## src/rtl/rx_clkdiv_ratio_ctrl.sv

```systemverilog
// rx_clkdiv_ratio_ctrl: safe reconfiguration of the RX clock divider ratio.
// Decodes a one-hot prescale request, requires it to hold steady, waits for
// the divider to close its current output period, then freezes the divider
// for one cycle while the new ratio is committed.
module rx_clkdiv_ratio_ctrl #(
   parameter int unsigned Width         = 8,
   parameter int unsigned STABLE_CYCLES = 4,
   parameter int unsigned TIMEOUT       = 255
) (
   input  logic             CLK,
   input  logic             RST,
   input  logic [5:0]       Prescale,
   input  logic             Cfg_Req,
   input  logic             Div_Boundary,
   output logic [Width-1:0] Ratio,
   output logic             Div_En,
   output logic             Cfg_Ack,
   output logic             Cfg_Err,
   output logic             Busy
);

   localparam int unsigned SCW = $clog2(STABLE_CYCLES + 1);
   localparam int unsigned TCW = $clog2(TIMEOUT + 1);
   localparam int unsigned DW  = 4;

   typedef enum logic [1:0] {
      IDLE     = 2'd0,
      STABLE   = 2'd1,
      WAIT_BND = 2'd2,
      APPLY    = 2'd3
   } state_t;

   state_t           state;
   logic [5:0]       pending;
   logic [SCW-1:0]   stab_cnt;
   logic [TCW-1:0]   tmo_cnt;
   logic [DW-1:0]    req_dec;
   logic [DW-1:0]    pend_dec;

   // One-hot prescale code to ratio; zero marks an invalid code.
   function automatic logic [DW-1:0] decode(input logic [5:0] code);
      logic [DW-1:0] r;
      case (code)
         6'b100000: r = DW'(1);
         6'b010000: r = DW'(2);
         6'b001000: r = DW'(4);
         6'b000100: r = DW'(8);
         default:   r = DW'(0);
      endcase
      return r;
   endfunction

   // Decode of the live request and of the latched pending code.
   always_comb begin
      req_dec  = decode(Prescale);
      pend_dec = decode(pending);
   end

   // Control FSM with registered outputs.
   always_ff @(posedge CLK) begin
      if (RST) begin
         state    <= IDLE;
         pending  <= '0;
         stab_cnt <= '0;
         tmo_cnt  <= '0;
         Ratio    <= Width'(1);
         Div_En   <= 1'b0;
         Cfg_Ack  <= 1'b0;
         Cfg_Err  <= 1'b0;
         Busy     <= 1'b0;
      end else begin
         Cfg_Ack <= 1'b0;
         Cfg_Err <= 1'b0;
         case (state)
            IDLE: begin
               Div_En <= 1'b1;
               Busy   <= 1'b0;
               if (Cfg_Req) begin
                  pending <= Prescale;
                  if (req_dec == '0) begin
                     Cfg_Err <= 1'b1;
                  end else if (Width'(req_dec) == Ratio) begin
                     Cfg_Ack <= 1'b1;
                  end else begin
                     state    <= STABLE;
                     stab_cnt <= '0;
                     Busy     <= 1'b1;
                  end
               end
            end
            STABLE: begin
               // Any wobble of the requested code aborts the request.
               if (Prescale != pending) begin
                  Cfg_Err  <= 1'b1;
                  Busy     <= 1'b0;
                  stab_cnt <= '0;
                  state    <= IDLE;
               end else if (stab_cnt == SCW'(STABLE_CYCLES - 1)) begin
                  stab_cnt <= '0;
                  tmo_cnt  <= '0;
                  state    <= WAIT_BND;
               end else begin
                  stab_cnt <= stab_cnt + SCW'(1);
               end
            end
            WAIT_BND: begin
               // A boundary on the last allowed cycle still commits.
               if (Div_Boundary) begin
                  Div_En <= 1'b0;
                  state  <= APPLY;
               end else if (tmo_cnt == TCW'(TIMEOUT - 1)) begin
                  Cfg_Err <= 1'b1;
                  Busy    <= 1'b0;
                  tmo_cnt <= '0;
                  state   <= IDLE;
               end else begin
                  tmo_cnt <= tmo_cnt + TCW'(1);
               end
            end
            APPLY: begin
               Ratio   <= Width'(pend_dec);
               Cfg_Ack <= 1'b1;
               Div_En  <= 1'b1;
               Busy    <= 1'b0;
               tmo_cnt <= '0;
               state   <= IDLE;
            end
            default: begin
               state <= IDLE;
            end
         endcase
      end
   end

endmodule

```

## config.mk

```make
export PLATFORM = sky130hd
export DESIGN_NAME = rx_clkdiv_ratio_ctrl
export DESIGN_NICKNAME = d
export VERILOG_FILES = /design/src/rtl/rx_clkdiv_ratio_ctrl.sv
export SDC_FILE = /design/constraint.sdc
export NUM_CORES = 1
export LEC_CHECK = 0
export BUFFER_PORTS_ARGS = -buffer_cell sky130_fd_sc_hd__buf_2
export CORE_UTILIZATION = 25
export CTS_BUF_LIST = sky130_fd_sc_hd__clkbuf_4
export DETAILED_ROUTE_END_ITERATION = 8
export GPL_TIMING_DRIVEN = 0
export PLACE_DENSITY = 0.51
export SYNTH_ARGS = -nofsm -noshare
export SYNTH_HDL_FRONTEND = slang
export SYNTH_SLANG_ARGS = --single-unit
```

## constraint.sdc

```tcl
create_clock -name CLK -period 2.4 [get_ports CLK]
set_input_delay 0.36 -clock CLK [delete_from_list [all_inputs] [get_ports CLK]]
set_output_delay 0.36 -clock CLK [all_outputs]
set_load 0.02 [all_outputs]
```

Word level (Yosys, flattened, before mapping) --
Cells that the tools add are included.
Storage, ports and cells: flip-flop bits (word level) 27, latch bits 0, bits in writable memories 0, ROM bits 0, output and inout port bits 12, word-level logic and storage cells 89, memories kept 0
Operators by class: $add $sub $neg 2, multipliers 0, div/mod/pow operators 0, magnitude comparators 0, equal/unequal tests 26, shifts and indexed selects 0, muxes and demuxes 40, bitwise logic cells 0, reductions and logical operators 12
Operators with widths (number):
- 2-to-1 mux 8 bit | 4
- case mux 4 bit (4 select lines) | 2
- case mux 8 bit (3 select lines) | 1
- != test 2 bit (second input constant) | 9
- 2-to-1 mux 1 bit | 15
- 2-to-1 mux 3 bit | 5
- 2-to-1 mux 2 bit | 7
- equality test 6 x 3 -> 1 bit (second input constant) | 2
- equality test 6 x 4 -> 1 bit (second input constant) | 2
- equality test 6 x 5 -> 1 bit (second input constant) | 2
- equality test 6 bit (second input constant) | 2
- adder 8 x 1 -> 8 bit (second input constant) | 1
- equality test 8 bit (second input constant) | 1
- case mux 2 bit (4 select lines) | 1
- AND reduction 4 bit | 2
- != test 3 bit (second input constant) | 2
- != test 6 bit | 1
- case mux 3 bit (2 select lines) | 1
- AND reduction 5 bit | 1
- equality test 2 bit (second input constant) | 2
- equality test 4 bit | 1
- zero test 4 bit | 1
- case mux 1 bit (2 select lines) | 2
- case mux 1 bit (4 select lines) | 1
- other kinds (10) | 12

Longest topological paths before layout --
Gate-level depths: netlist (run 1).
word-level depth 7, mapped depth 10, mapped depth without buffers 8

Least setup slack after synthesis (run 1) --
Ideal clock, no wire load.
path kind register -> register, start register state[0], end register tmo_cnt[2], setup time 70 ps, arrival 1910 ps, required time 2330 ps, path slack 419 ps, cell stages (with the launch flop) 10, buffers on the path 1, period minus slack after synthesis 1981 ps, path through dfxtp_1 > inv_1 > ha_1 > clkbuf_1 > a21o_1 > nor2_1 > a31oi_1 > or2_1 > or3b_1 > a21oi_1
On the way: cells in the longest elaborated chain, start to end 3, elaborated cells on any way between the ends 9
RTL lines:
- start, declared | line 33 | state_t state;
- start signal, assigned | line 62 | state <= IDLE;
- start signal, assigned | line 85 | state <= STABLE;
- start signal, assigned | line 97 | state <= IDLE;
- equality test 2 x 1 -> 1 bit or equality test 2 bit (tied branches) | line 74 | case (state)
- != test 2 bit (no source line) or nonzero test 3 bit (tied branches)
- AND reduction 4 bit (no source line)
- end signal, assigned | line 117 | tmo_cnt <= tmo_cnt + TCW'(1);
- end, declared | line 36 | logic [TCW-1:0] tmo_cnt;
Parallel ways exist; a longest one is shown, timed or not. A chain may end at the register's enable or synchronous reset.

Final worst setup path (run 1) --
Same ends and word-level chain as after synthesis.

==> results of run 1 <==
[layout by cell type (no fill, tap or decap), drive strengths merged, types with 5 or more instances in the layout]
cell,count
clkbuf,9
nor2,14
or2,5
o21ai,9
nor3,5
nand2b,5
inv,7
dfxtp,27
xor2,6
nand2,26
buf,19
a21oi,21
and3,7
ha,8
or3,6
nand3,8
[through the flow]
step / utilization (%) / instance area [µm²]
detailed placement: 28.75 / 1826
global route: 29.10 / 1848
floorplan: - / 1664
CTS: 29.18 / 1853
global placement: 28.75 / 1826
finish: 29.10 / 1848
[logic make-up (layout without fill, tap and decap cells)]
logic type               count (synthesis)  in the layout  synth area share (%)
AO/OA/AOI/OAI                           47             47                 17.18
XOR/XNOR                                 7              7                 4.164
adder cells (fa/ha/maj)                  8              8                 6.056
buffers and inverters                   21             36                 6.208
flip-flops                              27             27                 32.70
multiplexers                             2              2                 1.211
other                                    1              4                0.2269
AND/OR/NAND/NOR                         96             96                 32.25
[power breakdown]
group          leakage [µW]  switching (µW)  internal (µW)  total, µW
Sequential         0.000220            10.7            458        469
Clock             0.0000177             143           62.6        206
Combinational      0.000467            73.8           44.6        118
Total              0.000705             228            566        794
[sequential cells by signal, indices dropped and copies added, names as in the netlist]
name      count
tmo_cnt       8
Cfg_Ack       1
Cfg_Err       1
stab_cnt      3
pending       6
state         2
Busy          1
Ratio         4
Div_En        1
[critical path: stages (launching register included)]
cell and delay, ns:
dfxtp_1 0.42, inv_1 0.10, ha_1 0.32, a21o_1 0.24, nor2_1 0.09, a31oi_1 0.13
or2_1 0.32, or3b_1 0.39, a21oi_1 0.14
[layout make-up]
class / instances / area share, %
Clock inverter: 1 / 0.2708
Buffer: 12 / 3.791
Clock buffer: 3 / 1.219
Timing Repair Buffer: 13 / 3.521
Sequential cell: 27 / 29.32
Inverter: 7 / 1.422
Tap cell: 77 / 5.213
Multi-Input combinational cell: 164 / 55.25
[routing by layer]
| layer | vias to the layer above | part of all wire (%) | global-route usage [%] | routed length [µm] |
|---|---|---|---|---|
| met5 | - | 0 | 0 | 0 |
| met3 | 2 | 5.3 | 2.286 | 204 |
| li1 | 779 | - | - | - |
| met2 | 27 | 43 | 16.77 | 1639 |
| met4 | 0 | 0.84 | 4.232 | 32 |
| met1 | 699 | 51 | 15.25 | 1938 |
[repair_timing]
action,CTS,global route
endpoints found under the setup margin,0,9
endpoints found under the hold margin,0,0
buffers inserted,0,0
gates resized for setup,0,3
[worst max path at each step]
stage	startpoint	endpoint	slack (ns)	cells past startpoint
after CTS	tmo_cnt[0]$_SDFFE_PP0P_	tmo_cnt[2]$_SDFFE_PP0P_	0.1	8
after detailed placement	state[0]$_SDFFE_PP0P_	tmo_cnt[2]$_SDFFE_PP0P_	0.16	9
after floorplan	state[0]$_SDFFE_PP0P_	tmo_cnt[2]$_SDFFE_PP0P_	0.42	9
after global placement	state[0]$_SDFFE_PP0P_	tmo_cnt[2]$_SDFFE_PP0P_	0.16	9
final	state[0]$_SDFFE_PP0P_	tmo_cnt[2]$_SDFFE_PP0P_	0.18	8
after global routing	tmo_cnt[0]$_SDFFE_PP0P_	tmo_cnt[2]$_SDFFE_PP0P_	0.007	8
==> reports/qor.txt, run 1 <==
Final Instance Count excl. Fillers: 304
Seq. cell area: 541.8 µm²
top cells by area, synth: dfxtp_1 (33%), a21oi_1 (6.4%), ha_1 (6.1%)
number of max-cap violations: 0
hold_buf cts: 0
pre-CTS setup slack: 0.1564 ns
setup TNS: 0 ns
initial antenna violation count: 0
first-pass GRT wire length: 6.203 mm
post-layout min period: 2.216 ns
Min-Delay Path Depth: 3
Antenna Violating Nets Remaining: 0
Critical Path RT: 2.67 ns
Cells after DPL: 302
CTS buffer count: 3
Peak Freq: 0.4512 GHz
wire length per cell: 12.55 µm
# rows: 29
Primary FF master, synth: dfxtp_1
Die Wd: 83.31 µm
grt ovf: 0
Leak Pwr: 0.0007046 µW
Mapped Cells: 209
VDD IR max: 217.5 µV
post-route setup slack: 0.1836 ns
Final setup viols: 0
Hold Path Class: primary input to flop
most common cell in the netlist: dfxtp_1
I/O Pins: 22
distinct cell type count after synthesis: 46
FF-to-FF path depth: 8
clk_skew: 0.01255 ns
multi-input logic area: 1021 µm²
Pwr Density: 429.4 nW/µm²
critical path class: flop to flop
layout cells sized above 1: 14.10%
worst slew pin tran: 0.5448 ns
vias per inst: 4.957
Pwr Total: 793.5 µW
H-tree depth: 1
dpl hpwl: 2.807 mm
vias in the first global route: 1,286
number of flops mapped to enable cells by yosys: 0
WHS: 0.2732 ns
Routed WL: 3.814 mm
ys async rst share: 0%
IO buf count: 13
Fill cells: 687
Final Cycle Share: 92.35%
# DRC: 0
crit-path max FO: 10
Crit path arrival time: 2.48 ns
CTS tree: done
nets: 246
drt pass-1 iters: 4
Sink Count: 27
CP Capture Type: flop
n_diodes: 0
area grow syn2layout: 11.81%
largest net degree at the start of global routing: 16
#FFs+latches synth: 27
synthesized area: 1653 µm²
core outline area: 6350 µm²
die area: 6941 µm²
Warnings, synthesis: 0
DR vias: 1,507
Commonest cells post-synth: dfxtp_1 (27), nand2_1 (26), a21oi_1 (21)
Seq/Total Area, Yosys: 32.70%
Mapped Avg Cell Area: 7.908 µm²
CTS root buffer: clkbuf_4
Endpoint, Worst Hold: pending[2]$_SDFFE_PP0P_
initial drt markers: 113
Clk Latency, worst-skew pair: 0.33 ns
Slew Limit Fails: 0
beginning of the worst hold path: Prescale[2]
Critical R2R Launch: state[0]$_SDFFE_PP0P_
flop2flop setup slack: 0.18 ns
Worst Setup Start Kind: flop
Fin. Hold Viols: 0
initial cell density of the core: 26.03%
status: finished clean
Synth top area share: 32.70%
placer congestion estimate: 0.7467
CTS clk-pin slew, worst paths: 0.16 ns
dominant cell type by area after synthesis: dfxtp_1
Slew HR: 63.30%
clock tree buffer depth: 2
worst r2r dst: tmo_cnt[2]$_SDFFE_PP0P_
RSZ-0062 raised after global routing: false
DIE HEIGHT: 83.31 µm
GRT Total Usage: 11.04%
Power figures use the tool's default switching activity.
==> run 2: changes to the inputs <==
--- a/config.mk
+++ b/config.mk
@@ -10,6 +10,7 @@
 export CTS_BUF_LIST = sky130_fd_sc_hd__clkbuf_4
 export DETAILED_ROUTE_END_ITERATION = 8
 export GPL_TIMING_DRIVEN = 0
+export MAX_ROUTING_LAYER = met4
 export PLACE_DENSITY = 0.51
 export SYNTH_ARGS = -nofsm -noshare
 export SYNTH_HDL_FRONTEND = slang
==> reports/qor.txt, run 2 (synthesized netlist as in run 1, its figures left out) <==
status: finished clean
setup TNS: 0 ns
# DRC: 0
Largest regs: tmo_cnt: 8 flops, pending: 6 flops, Ratio: 4 flops
clock tree buffer depth: 2
post-layout min period: 2.229 ns
largest net degree at the start of global routing: 16
highest-count cells in the layout ignoring fill and taps: dfxtp_1 (26), nand2_1 (26), a21oi_1 (21), nor2_1 (14), buf_2 (14)
Peak Freq: 0.4485 GHz
setup bufs post-CTS: 0
Slew Limit Fails: 0
vias per inst: 4.908
Critical Path RT: 2.67 ns
core outline area: 6350 µm²
initial antenna violation count: 0
Hold Path Class: primary input to flop
layout cells sized above 1: 14.54%
initial cell density of the core: 26.03%
drt pass-1 iters: 4
nets: 246
initial drt markers: 113
Clk Latency, worst-skew pair: 0.33 ns
wire length per cell: 12.55 µm
CP Capture Type: flop
CTS buffer count: 3
Final Cycle Share: 92.89%
post-route setup slack: 0.1706 ns
IO buf count: 13
max FFs per register: 8
GRT Total Usage: 11.42%
area grow syn2layout: 12.11%
crit-path max FO: 10
Fill cells: 687
# rows: 29
CTS root buffer: clkbuf_4
dpl hpwl: 2.807 mm
Routed WL: 3.814 mm
Worst Setup Start Kind: flop
Final Instance Count excl. Fillers: 304
DR vias: 1,492
Slew HR: 63.30%
CTS tree: done
Crit path arrival time: 2.49 ns
grt ovf: 0
VDD IR max: 217.0 µV
Sink Count: 27
first-pass GRT wire length: 6.210 mm
Top reg by flops: tmo_cnt
Cells after DPL: 302
worst slew pin tran: 0.5448 ns
clk_skew: 0.01121 ns
H-tree depth: 1
CTS clk-pin slew, worst paths: 0.16 ns
RSZ-0062 raised after global routing: false
Leak Pwr: 0.0007046 µW
Die Wd: 83.31 µm
die area: 6941 µm²
Final setup viols: 0
pre-CTS setup slack: 0.1564 ns
Core Util, Final: 29.18%
n_diodes: 0
DIE HEIGHT: 83.31 µm
# resized after CTS: 0
Pwr Density: 427.9 nW/µm²
vias in the first global route: 1,289
number of max-cap violations: 0
Pwr Total: 792.8 µW
hold_buf cts: 0
critical path class: flop to flop
Fin. Hold Viols: 0
placer congestion estimate: 0.7561
Antenna Violating Nets Remaining: 0
I/O Pins: 22
## run 2: metal layers
metal | vias to the layer above | wire length, µm | global-route usage, %
met5 | - | 0 | -
li1 | 774 | - | -
met4 | 0 | 32 | 4.232
met3 | 2 | 187 | 2.286
met2 | 23 | 1623 | 16.77
met1 | 693 | 1971 | 15.44
## run 2: area by class of cell
cell class / count / area [µm²] / share of cell area [%]
multi-input cells: 164 / 1026 / 55.37
flip-flops and latches: 27 / 541.8 / 29.24
well taps: 77 / 96.34 / 5.199
plain buffers: 12 / 70.07 / 3.781
repair buffers: 13 / 65.06 / 3.511
inverters: 7 / 26.28 / 1.418
clock buffers: 3 / 22.52 / 1.215
clock inverters: 1 / 5.005 / 0.2701
## run 2: per-stage QoR
stage,hold WS [ns],instance area (µm²)
2_1_floorplan,0.4218,1664
3_3_place_gp,0.4340,1826
3_5_place_dp,0.4400,1826
4_1_cts,0.2582,1853
5_1_grt,0.2490,1853
6_report,0.2740,1853
## run 2: worst max-delay path, cell delays in order, from the launching register on
cell	delay, ns
dfxtp_1	0.42
inv_1	0.10
ha_1	0.33
a21o_1	0.24
nor2_1	0.09
a31oi_1	0.14
or2_1	0.32
or3b_1	0.39
a21oi_1	0.14
## run 2: path summary, 6_finish.rpt
| check | cells past startpoint | end | slack [ns] | startpoint |
|---|---|---|---|---|
| worst max-delay path | 8 | tmo_cnt[2]$_SDFFE_PP0P_ | 0.17 | state[0]$_SDFFE_PP0P_ |
| worst min-delay path | 3 | pending[2]$_SDFFE_PP0P_ | 0.27 | Prescale[2] |
| worst max register to register | 8 | tmo_cnt[2]$_SDFFE_PP0P_ | 0.17 | state[0]$_SDFFE_PP0P_ |
| worst min register to register | 2 | stab_cnt[2]$_SDFFE_PP0P_ | 0.46 | stab_cnt[2]$_SDFFE_PP0P_ |
## run 2: power breakdown
part / total, µW / switching (µW) / internal, µW
combinational: 118 / 73.7 / 44.6
sequential: 469 / 10.8 / 458
clock: 205 / 143 / 62.6
total: 793 / 227 / 566
==> run 3: changes to the inputs <==
--- a/config.mk
+++ b/config.mk
@@ -6,6 +6,7 @@
 export NUM_CORES = 1
 export LEC_CHECK = 0
 export BUFFER_PORTS_ARGS = -buffer_cell sky130_fd_sc_hd__buf_2
+export CORE_ASPECT_RATIO = 2
 export CORE_UTILIZATION = 25
 export CTS_BUF_LIST = sky130_fd_sc_hd__clkbuf_4
 export DETAILED_ROUTE_END_ITERATION = 8
==> reports/qor.txt, run 3 (synthesized netlist as in run 1, its figures left out) <==
CTS tree: done
met2 global-route usage: 26.14%
grt ovf: 0
Final Cycle Share: 94.38%
CP Capture Type: flop
number of max-cap violations: 0
dpl hpwl: 3.375 mm
initial antenna violation count: 0
multi-input logic area: 1021 µm²
CTS buffer count: 3
GR Util met3: 1.099%
initial cell density of the core: 25.98%
Final Instance Count excl. Fillers: 314
IO buf count: 13
critical-path cell list: inv_1 > ha_1 > clkbuf_1 > a21o_1 > nor2_1 > a31oi_1 > or2_1 > or3b_1 > a21oi_1
Sink Count: 27
Top reg by flops: tmo_cnt
Routed WL: 4.235 mm
die area: 6960 µm²
hold_buf cts: 0
WHS: 0.2797 ns
I/O Pins: 22
Clk Latency, worst-skew pair: 0.33 ns
post-layout min period: 2.265 ns
core outline area: 6361 µm²
wire length per cell: 13.49 µm
H-tree depth: 1
VDD IR max: 198.6 µV
status: finished clean
placer congestion estimate: 0.7543
commonest non-fill, non-tap cell in the layout: nand2_1
Hold Path Class: primary input to flop
crit-path max cell delay: 0.39 ns
Final setup viols: 0
layout cells sized above 1: 14.47%
Seq. cell area: 543.0 µm²
Critical R2R Launch: state[0]$_SDFFE_PP0P_
Min-Delay Path Depth: 3
Leak Pwr: 0.0007062 µW
Worst Setup Start Kind: flop
DIE HEIGHT: 117.0 µm
Crit. Startpoint: state[0]$_SDFFE_PP0P_
Cells after DPL: 311
worst r2r dst: tmo_cnt[2]$_SDFFE_PP0P_
CTS root buffer: clkbuf_4
RSZ-0062 raised after global routing: true
largest net degree at the start of global routing: 16
Peak Freq: 0.4415 GHz
Worst path slowest cell: dfxtp_2
Pwr Total: 793.2 µW
crit path capture: tmo_cnt[2]$_SDFFE_PP0P_
max FFs per register: 8
# DRC: 0
busiest grt layer: met2
nets: 247
first-pass GRT wire length: 6.720 mm
area grow syn2layout: 12.79%
clock tree buffer depth: 2
Largest regs: tmo_cnt: 8 flops, pending: 6 flops, Ratio: 4 flops
Slew HR: 60.51%
worst slew pin tran: 0.5924 ns
FF-to-FF path depth: 9
vias per inst: 4.720
n_diodes: 0
GRT Total Usage: 13.22%
GR Util met1: 12.76%
Die Wd: 59.50 µm
initial drt markers: 19
critical path class: flop to flop
Critical Path RT: 2.67 ns
Crit path arrival time: 2.53 ns
flop2flop setup slack: 0.13 ns
highest-count cells in the layout ignoring fill and taps: nand2_1 (26), dfxtp_1 (25), a21oi_1 (21), nor2_1 (14), buf_2 (14)
Slew Limit Fails: 0
Pwr Density: 425.5 nW/µm²
DR vias: 1,482
drt pass-1 iters: 4
# rows: 41
vias in the first global route: 1,439
Fin. Hold Viols: 0
CTS clk-pin slew, worst paths: 0.15 ns
Antenna Violating Nets Remaining: 0
Fill cells: 746
clk_skew: 0.006735 ns
crit-path max FO: 10
## run 3: changes by cell type in the layout (fill, tap and decap cells not counted)
cell      change
dfxtp_1       -1
nand3_1       +1
nand3_2       -1
dfxtp_2       +1
clkbuf_1      +1
## run 3: area by class of cell
cell class | instances | share of cell area, %
Multi-Input combinational cell | 164 | 54.77
Sequential cell | 27 | 29.13
Tap cell | 86 | 5.772
Buffer | 13 | 3.960
Timing Repair Buffer | 13 | 3.490
Inverter | 7 | 1.409
Clock buffer | 3 | 1.208
Clock inverter | 1 | 0.2685
## run 3: layer usage
layer,up-vias,part of all wire (%)
met1,686,39
met2,20,58
li1,772,-
met3,4,2.0
met5,-,0
met4,0,1.3
## run 3: through the flow
step                instance area [µm²]  setup WS [ns]  setup TNS [ns]  util, %
floorplan                          1664         0.4191               0        -
global placement                   1837         0.1398               0    28.87
detailed placement                 1837         0.1298               0    28.87
CTS                                1864        0.07566               0    29.31
global route                       1864      -0.004468       -0.004468    29.31
finish                             1864         0.1350               0    29.31
## run 3: worst max-delay path, delay by kind of cell, from the launching register on
| family | cells | cell delay [ns] |
|---|---|---|
| and+or+nand+nor | 3 | 0.80 |
| AOI/OAI and AO/OA | 3 | 0.53 |
| DFF | 1 | 0.39 |
| adders and majority gates | 1 | 0.19 |
| buffers and inverters | 2 | 0.28 |
## run 3: worst min path at each step
| stage | from | end | slack (ns) |
|---|---|---|---|
| 2_1_floorplan | stab_cnt[2]$_SDFFE_PP0P_ | stab_cnt[2]$_SDFFE_PP0P_ | 0.42 |
| 3_3_place_gp | stab_cnt[2]$_SDFFE_PP0P_ | stab_cnt[2]$_SDFFE_PP0P_ | 0.43 |
| 3_5_place_dp | stab_cnt[2]$_SDFFE_PP0P_ | stab_cnt[2]$_SDFFE_PP0P_ | 0.45 |
| 4_1_cts | Prescale[2] | pending[2]$_SDFFE_PP0P_ | 0.27 |
| 5_1_grt | Prescale[2] | pending[2]$_SDFFE_PP0P_ | 0.28 |
| 6_report | Prescale[2] | pending[2]$_SDFFE_PP0P_ | 0.28 |
## run 3: what timing repair did
item | in CTS | in global routing
gates resized for setup | 0 | 4
endpoints found under the setup margin | 0 | 8
setup buffers | 0 | 0
## run 3: power by group
| part | internal (µW) | switching [µW] | total [µW] | leakage (µW) |
|---|---|---|---|---|
| logic | 44.6 | 76.1 | 121 | 0.000468 |
| clock network | 62.6 | 140 | 203 | 0.0000177 |
| registers | 459 | 10.8 | 469 | 0.000220 |
| total | 566 | 227 | 793 | 0.000706 |
